## src/rtl/sw_state_sequencer.sv

```systemverilog
// Parametrised switch-driven state sequencer: step up/down with wrap or saturate,
// a step prescaler, a clamped direct-load command and status flags.
module sw_state_sequencer #(
    parameter int STATE_W    = 2,
    parameter int NUM_STATES = 4,
    parameter int DIV        = 1,
    parameter int WRAP       = 1
) (
    input  logic               clk,
    input  logic               reset,
    input  logic [1:0]         sw,
    input  logic [STATE_W-1:0] load_val,
    output logic [STATE_W-1:0] Q,
    output logic               tick,
    output logic               wrap_pulse,
    output logic               at_min,
    output logic               at_max
);

    typedef enum logic [1:0] {
        CMD_HOLD = 2'b00,
        CMD_UP   = 2'b01,
        CMD_DOWN = 2'b10,
        CMD_LOAD = 2'b11
    } cmd_e;

    localparam int                 CNT_W    = (DIV > 1) ? $clog2(DIV) : 1;
    localparam logic [CNT_W-1:0]   CNT_LAST = CNT_W'(DIV - 1);
    localparam logic [STATE_W-1:0] Q_MAX    = STATE_W'(NUM_STATES - 1);
    localparam logic [STATE_W:0]   Q_LIMIT  = (STATE_W + 1)'(NUM_STATES);

    cmd_e               cmd;
    logic [STATE_W-1:0] q_q, q_d;
    logic [CNT_W-1:0]   cnt_q, cnt_d;
    logic               wrap_q, wrap_d;
    logic [STATE_W:0]   q_inc, q_dec;

    assign cmd   = cmd_e'(sw);
    assign q_inc = {1'b0, q_q} + (STATE_W + 1)'(1);
    assign q_dec = {1'b0, q_q} - (STATE_W + 1)'(1);
    assign tick  = (cnt_q == CNT_LAST);

    // The extra MSB of q_inc/q_dec flags overflow past the top state or a borrow below zero.
    always_comb begin
        q_d    = q_q;
        wrap_d = 1'b0;
        cnt_d  = tick ? '0 : cnt_q + CNT_W'(1);
        case (cmd)
            CMD_LOAD: begin
                cnt_d = '0;
                q_d   = ({1'b0, load_val} < Q_LIMIT) ? load_val : Q_MAX;
            end
            CMD_UP: begin
                if (tick) begin
                    if (q_inc < Q_LIMIT) begin
                        q_d = q_inc[STATE_W-1:0];
                    end else if (WRAP != 0) begin
                        q_d    = '0;
                        wrap_d = 1'b1;
                    end
                end
            end
            CMD_DOWN: begin
                if (tick) begin
                    if (!q_dec[STATE_W]) begin
                        q_d = q_dec[STATE_W-1:0];
                    end else if (WRAP != 0) begin
                        q_d    = Q_MAX;
                        wrap_d = 1'b1;
                    end
                end
            end
            default: ;
        endcase
    end

    always_ff @(posedge clk) begin
        if (reset) begin
            q_q    <= '0;
            cnt_q  <= '0;
            wrap_q <= 1'b0;
        end else begin
            q_q    <= q_d;
            cnt_q  <= cnt_d;
            wrap_q <= wrap_d;
        end
    end

    assign Q          = q_q;
    assign wrap_pulse = wrap_q;
    assign at_min     = (q_q == '0);
    assign at_max     = (q_q == Q_MAX);

endmodule

```

## config.mk

```make
export PLATFORM = sky130hd
export DESIGN_NAME = sw_state_sequencer
export DESIGN_NICKNAME = d
export VERILOG_FILES = /design/src/rtl/sw_state_sequencer.sv
export SDC_FILE = /design/constraint.sdc
export NUM_CORES = 1
export LEC_CHECK = 0
export CORE_AREA = 2 2 39 41
export CTS_CLUSTER_DIAMETER = 120
export DETAILED_ROUTE_END_ITERATION = 7
export DIE_AREA = 0 0 41 43
export MAX_ROUTING_LAYER = met4
export PLACE_DENSITY_LB_ADDON = 0.08
export SKIP_CTS_REPAIR_TIMING = 1
export SLEW_MARGIN = 20
export SYNTH_ARGS = -nofsm -noshare
export SYNTH_HDL_FRONTEND = slang
export SYNTH_SLANG_ARGS = --single-unit
```

## constraint.sdc

```tcl
create_clock -name clk -period 1.2 [get_ports clk]
set_input_delay 0.24 -clock clk [delete_from_list [all_inputs] [get_ports clk]]
set_output_delay 0.24 -clock clk [all_outputs]
set_load 0.1 [all_outputs]
```

# == Word-level counts from Yosys, hierarchy flattened ==
# Cells that the tools add are included.
# word_totals
ff_bits,4
input_bits,6
output_inout_bits,6
wordCells,28
# op_classes
addsub,3
order_cmp,1
eq_ne,6
mux,10
bitwise_logic,1
reduce_logical,4
# op_table
cell,n
$mux 2,4
$eq 2x2->1 const B,3
$pmux 2 s3,1
$mux 1,4
$ne 2x2->1 const B,2
$add 2x1->3 const B,1
$lt 3x3->1 const B,1
$reduce_and 3->1,1
$reduce_bool 3->1,1
$reduce_or 3->1,1
$sub 2x1->3 const B,1
$eq 2x1->1 const B,1
$logic_not 2->1,1
$pmux 1 s2,1
$add 1x1->1 const B,1
$not 1->1,1

# == Longest topological paths before layout ==
# Gate-level depths: netlist (run 1).
# depth
depth_word,5
depth_mapped,5
ltp_nobuf,5

# == Worst setup path after synthesis (run 1) ==
# OpenSTA, ideal clock, no wires.
# synth_path
kind,register to register
from,register q_q[0] (netlist: Q[0])
to,register q_q[0] (netlist: Q[0])
setup_time_ps,127
t_arrival_ps,2344
path_slack_ps,-1271
path_stages_with_launch,5
n_path_buf,0
period_less_slack_ps,2471
path_cell_list,dfxtp_1 > ha_1 > nand2b_1 > a221o_1 > a211oi_2
# synth_between
elab_chain_cells,5
# synth_lines
item,line_no,text
"start, declared",33,"logic [STATE_W-1:0] q_q, q_d;"
"start signal, assigned",83,q_q <= q_d;
$add 2x1->3,39,"assign q_inc = {1'b0, q_q} + (STATE_W + 1)'(1);"
$lt 3x3->1,55,if (q_inc < Q_LIMIT) begin
$mux 2,55,
$mux 2,54,if (tick) begin
$pmux 2 s3 *,48,case (cmd)
# Every way passes the cells marked *; elsewhere a longest branch is shown, timed or not. The select of a mux whose other input is x is not followed.
# A chain may end at the register's enable or synchronous reset.

# == Worst setup path after layout (run 1) ==
# layout_path
from,register q_q[1] (netlist: Q[1])
to,register q_q[1] (netlist: Q[1])
# The elaborated chain is that of the path after synthesis.

==> run summary, run 1 <==
- post-layout worst setup margin: -0.118 ns
- count of yosys warnings during synthesis: 0
- setup slack of the most critical reg-to-reg path: -0.12 ns
- Pwr Density: 1050 nW/um^2
- WHS Path Cells: 1
- # Max-Cap Violations: 0
- number of placed instances with taps included: 71
- die height: 43 um
- share of total power consumed by net switching: 0.382
- number of different library cells in the post-synthesis netlist: 20
- Mean Syn Cell Area: 9.18 um^2
- cells traversed along the worst timing path: inv_4 -> ha_4 -> mux2_4 -> mux2i_1 -> o41ai_1
- Leak Pwr: 0.308 nW
- detailed-route wire length per cell: 10.6 um
- count of antenna diodes in the layout: 0
- detailed-routing iteration count for the pre-antenna-repair pass: 3
- Site Rows: 14
- TritonCTS clock tree: yes
- worst min-delay path category: flop to flop
- portion of total power attributed to the clock network: 0.259
- count of endpoints failing hold in the final timing report: 0
- maximum operating frequency: 0.759 GHz
- area occupied by multi-input gates: 244 um^2
- final routed DRC violation total: 0
- data arrival time of the critical path: 1.44 ns
- layout-stage area growth over the synthesis result: 121%
- estimated wirelength of the detail-placed design: 656 um
- final critical-path required period: 1.32 ns
- Slew Viols, Final: 0
- net switching power: 267 uW
- startpoint type of the worst setup path: flop
- critical path fanouts, max: 3
- post-synth top area share: 0.264
- RR Startpoint: Q[1]
- nature of the critical path endpoint: flop
- final core occ: 0.483
- routed wire length: 795 um
- initial standard-cell utilization of the core: 0.219
- register cell area after layout: 87.6 um^2
- Setup violations, final: 4
- critical path class: flop to flop
- capture endpoint of the worst hold path: wrap_pulse
- worst r2r dst: Q[1]
- outcome: finished with violations
- Skew-Pair Late Insertion Delay: 0.24 ns
- failing checks: setup timing
- RSZ-0062 raised after global routing: true
- Synthesized Nets: 45
- non-filler cells in the finished layout: 75
- number of global-route vias before repair: 358
- share of cells above drive strength 1: 0.525
- Hold Startpoint: cnt_q
- net count of the finished layout: 72
- post-synthesis sequential area ratio: 0.264
- Clock Pin Slew Worst Setup and Hold Paths: 0.04 ns
- buffers from clock root to sink, at most: 2
- final period utilization: 1.10
- total core area: 1380 um^2
- DR iter-0 viols: 5
- area enclosed by the die boundary: 1760 um^2
- clock tree sinks: 4
- maximum number of pins on one net before global-route repair: 5
- initial antenna violation count: 0
- sequential cell fraction of total power: 0.225
- maximum vdd drop: 0.000655 V
- global-route wire length before repair: 1370 um
- final weighted congestion in routability-driven placement: 0.778
- via total after detailed routing: 332
- total global-route track usage: 0.120
- most area-hungry cell type in the Yosys netlist: sky130_fd_sc_hd__dfxtp_1
- number of nets with antenna violations after detailed routing: 0
- fill cell total of the finished layout: 129
- cell area after technology mapping: 303 um^2
- horizontal die dimension: 41 um
- relative contribution of combinational cells to total power: 0.516
- total clock buffers created by CTS: 3
- buffer cell driving the clock tree root: sky130_fd_sc_hd__clkbuf_4
- Internal Pwr Total: 432 uW
- maximum clock skew at final layout: 0.00808 ns
- number of standard cells after synthesis: 33
- Port Buf Inserts: 11
- CP peak stage delay: 0.37 ns
- synth top area cells: sky130_fd_sc_hd__dfxtp_1 (26%), sky130_fd_sc_hd__ha_1 (25%), sky130_fd_sc_hd__inv_1 (7.4%)
- required time of the worst setup path: 1.32 ns
- mean number of vias per cell: 4.43
- depth of the CTS H-tree: 1
- remaining global-route overflow: 0
- number of I/O pins: 12
- slowest stage cell, crit path: sky130_fd_sc_hd__dfxtp_4
- number of cells traversed by the worst register-to-register path: 5
- number of synthesized register bits: 4
==> final cells by class <==
cell class                 count  area share
timing repair buffer          22       0.397
multi-input combinational     23       0.365
sequential                     4       0.131
clock buffer                   4      0.0393
inverter                       6      0.0375
tap                           16      0.0300
==> registers in the layout (all words and copies together), names as in the netlist <==
signal / count
Q: 2
wrap_pulse: 1
cnt_q: 1
==> routing by layer <==
metal  share of wire  track usage
met5               0            -
met4               0       0.0400
met3           0.023       0.0628
met2            0.55        0.188
met1            0.43        0.125
==> through the flow <==
stage / setup slack, ns / power, mW / area, um^2 / TNS (ns) / hold slack (ns)
after floorplan: -0.300 / 0.373 / 349 / -0.664 / 0.295
after global placement: -0.655 / 0.510 / 622 / -1.69 / 0.492
after detailed placement: -0.693 / 0.511 / 622 / -1.82 / 0.501
after CTS: -0.443 / 0.702 / 648 / -1.33 / 0.506
after global routing: -0.190 / 0.749 / 668 / -0.548 / 0.531
final: -0.118 / 0.698 / 668 / -0.323 / 0.504
==> worst max path at each step <==
stage | slack [ns] | endpoint | start
2_1_floorplan | -0.30 | Q[0] | Q[1]
3_3_place_gp | -0.65 | Q[1] | sw[0]
3_5_place_dp | -0.69 | Q[1] | sw[0]
4_1_cts | -0.44 | Q[1] | sw[0]
5_1_grt | -0.19 | Q[1] | Q[0]
6_report | -0.12 | Q[1] | Q[1]
==> power groups by stage <==
stage	clock, mW	combinational (mW)	sequential [mW]
floorplan	0	0.160	0.213
global placement	0	0.351	0.159
detailed placement	0	0.352	0.159
CTS	0.192	0.352	0.157
global route	0.212	0.379	0.158
finish	0.181	0.360	0.157
==> logic make-up (layout without fill, tap and decap cells) <==
family | after synthesis | in the layout | synth area share
DFF | 4 | 4 | 0.264
buffers and inverters | 6 | 32 | 0.0744
other | 1 | 1 | 0.0124
muxes | 2 | 2 | 0.0702
and+or+nand+nor | 5 | 5 | 0.0909
AOI/OAI and AO/OA | 9 | 9 | 0.240
adders and majority gates | 6 | 6 | 0.248
==> cell usage in the layout (no fill, tap or decap), types with 2 or more instances in the layout <==
master	n
sky130_fd_sc_hd__buf_12	6
sky130_fd_sc_hd__buf_6	2
sky130_fd_sc_hd__ha_1	3
sky130_fd_sc_hd__dfxtp_1	2
sky130_fd_sc_hd__ha_4	2
sky130_fd_sc_hd__buf_4	9
sky130_fd_sc_hd__inv_1	4
sky130_fd_sc_hd__dfxtp_4	2
sky130_fd_sc_hd__clkdlybuf4s50_1	3
sky130_fd_sc_hd__clkbuf_4	3
sky130_fd_sc_hd__dlymetal6s2s_1	2
==> Yosys cell counts <==
cell                       number
sky130_fd_sc_hd__ha_1           6
sky130_fd_sc_hd__inv_1          6
sky130_fd_sc_hd__dfxtp_1        4
sky130_fd_sc_hd__a211o_1        1
sky130_fd_sc_hd__a211oi_1       1
sky130_fd_sc_hd__a211oi_2       1
sky130_fd_sc_hd__a21oi_1        1
sky130_fd_sc_hd__a221o_1        1
sky130_fd_sc_hd__a22oi_1        1
sky130_fd_sc_hd__conb_1         1
sky130_fd_sc_hd__mux2_2         1
sky130_fd_sc_hd__mux2i_1        1
sky130_fd_sc_hd__nand2_1        1
sky130_fd_sc_hd__nand2b_1       1
sky130_fd_sc_hd__nor3_1         1
sky130_fd_sc_hd__nor4_1         1
sky130_fd_sc_hd__o21a_1         1
sky130_fd_sc_hd__o21ai_0        1
sky130_fd_sc_hd__o41ai_1        1
sky130_fd_sc_hd__or3_1          1
==> critical path, delay by kind of cell (launching register included) <==
family,cells,cell delay (ns)
AOI/OAI and AO/OA,1,0.10
adders and majority gates,1,0.25
buffers and inverters,1,0.04
DFF,1,0.37
muxes,2,0.44
No activity file was read; power rests on OpenSTA's default activity.
==> run 2: changes to the inputs <==
--- a/config.mk
+++ b/config.mk
@@ -16,3 +16,4 @@
 export SYNTH_ARGS = -nofsm -noshare
 export SYNTH_HDL_FRONTEND = slang
 export SYNTH_SLANG_ARGS = --single-unit
+export TNS_END_PERCENT = 100
==> results of run 2 <==
The final DEF is identical to that of run 1; final timing and power are the same.
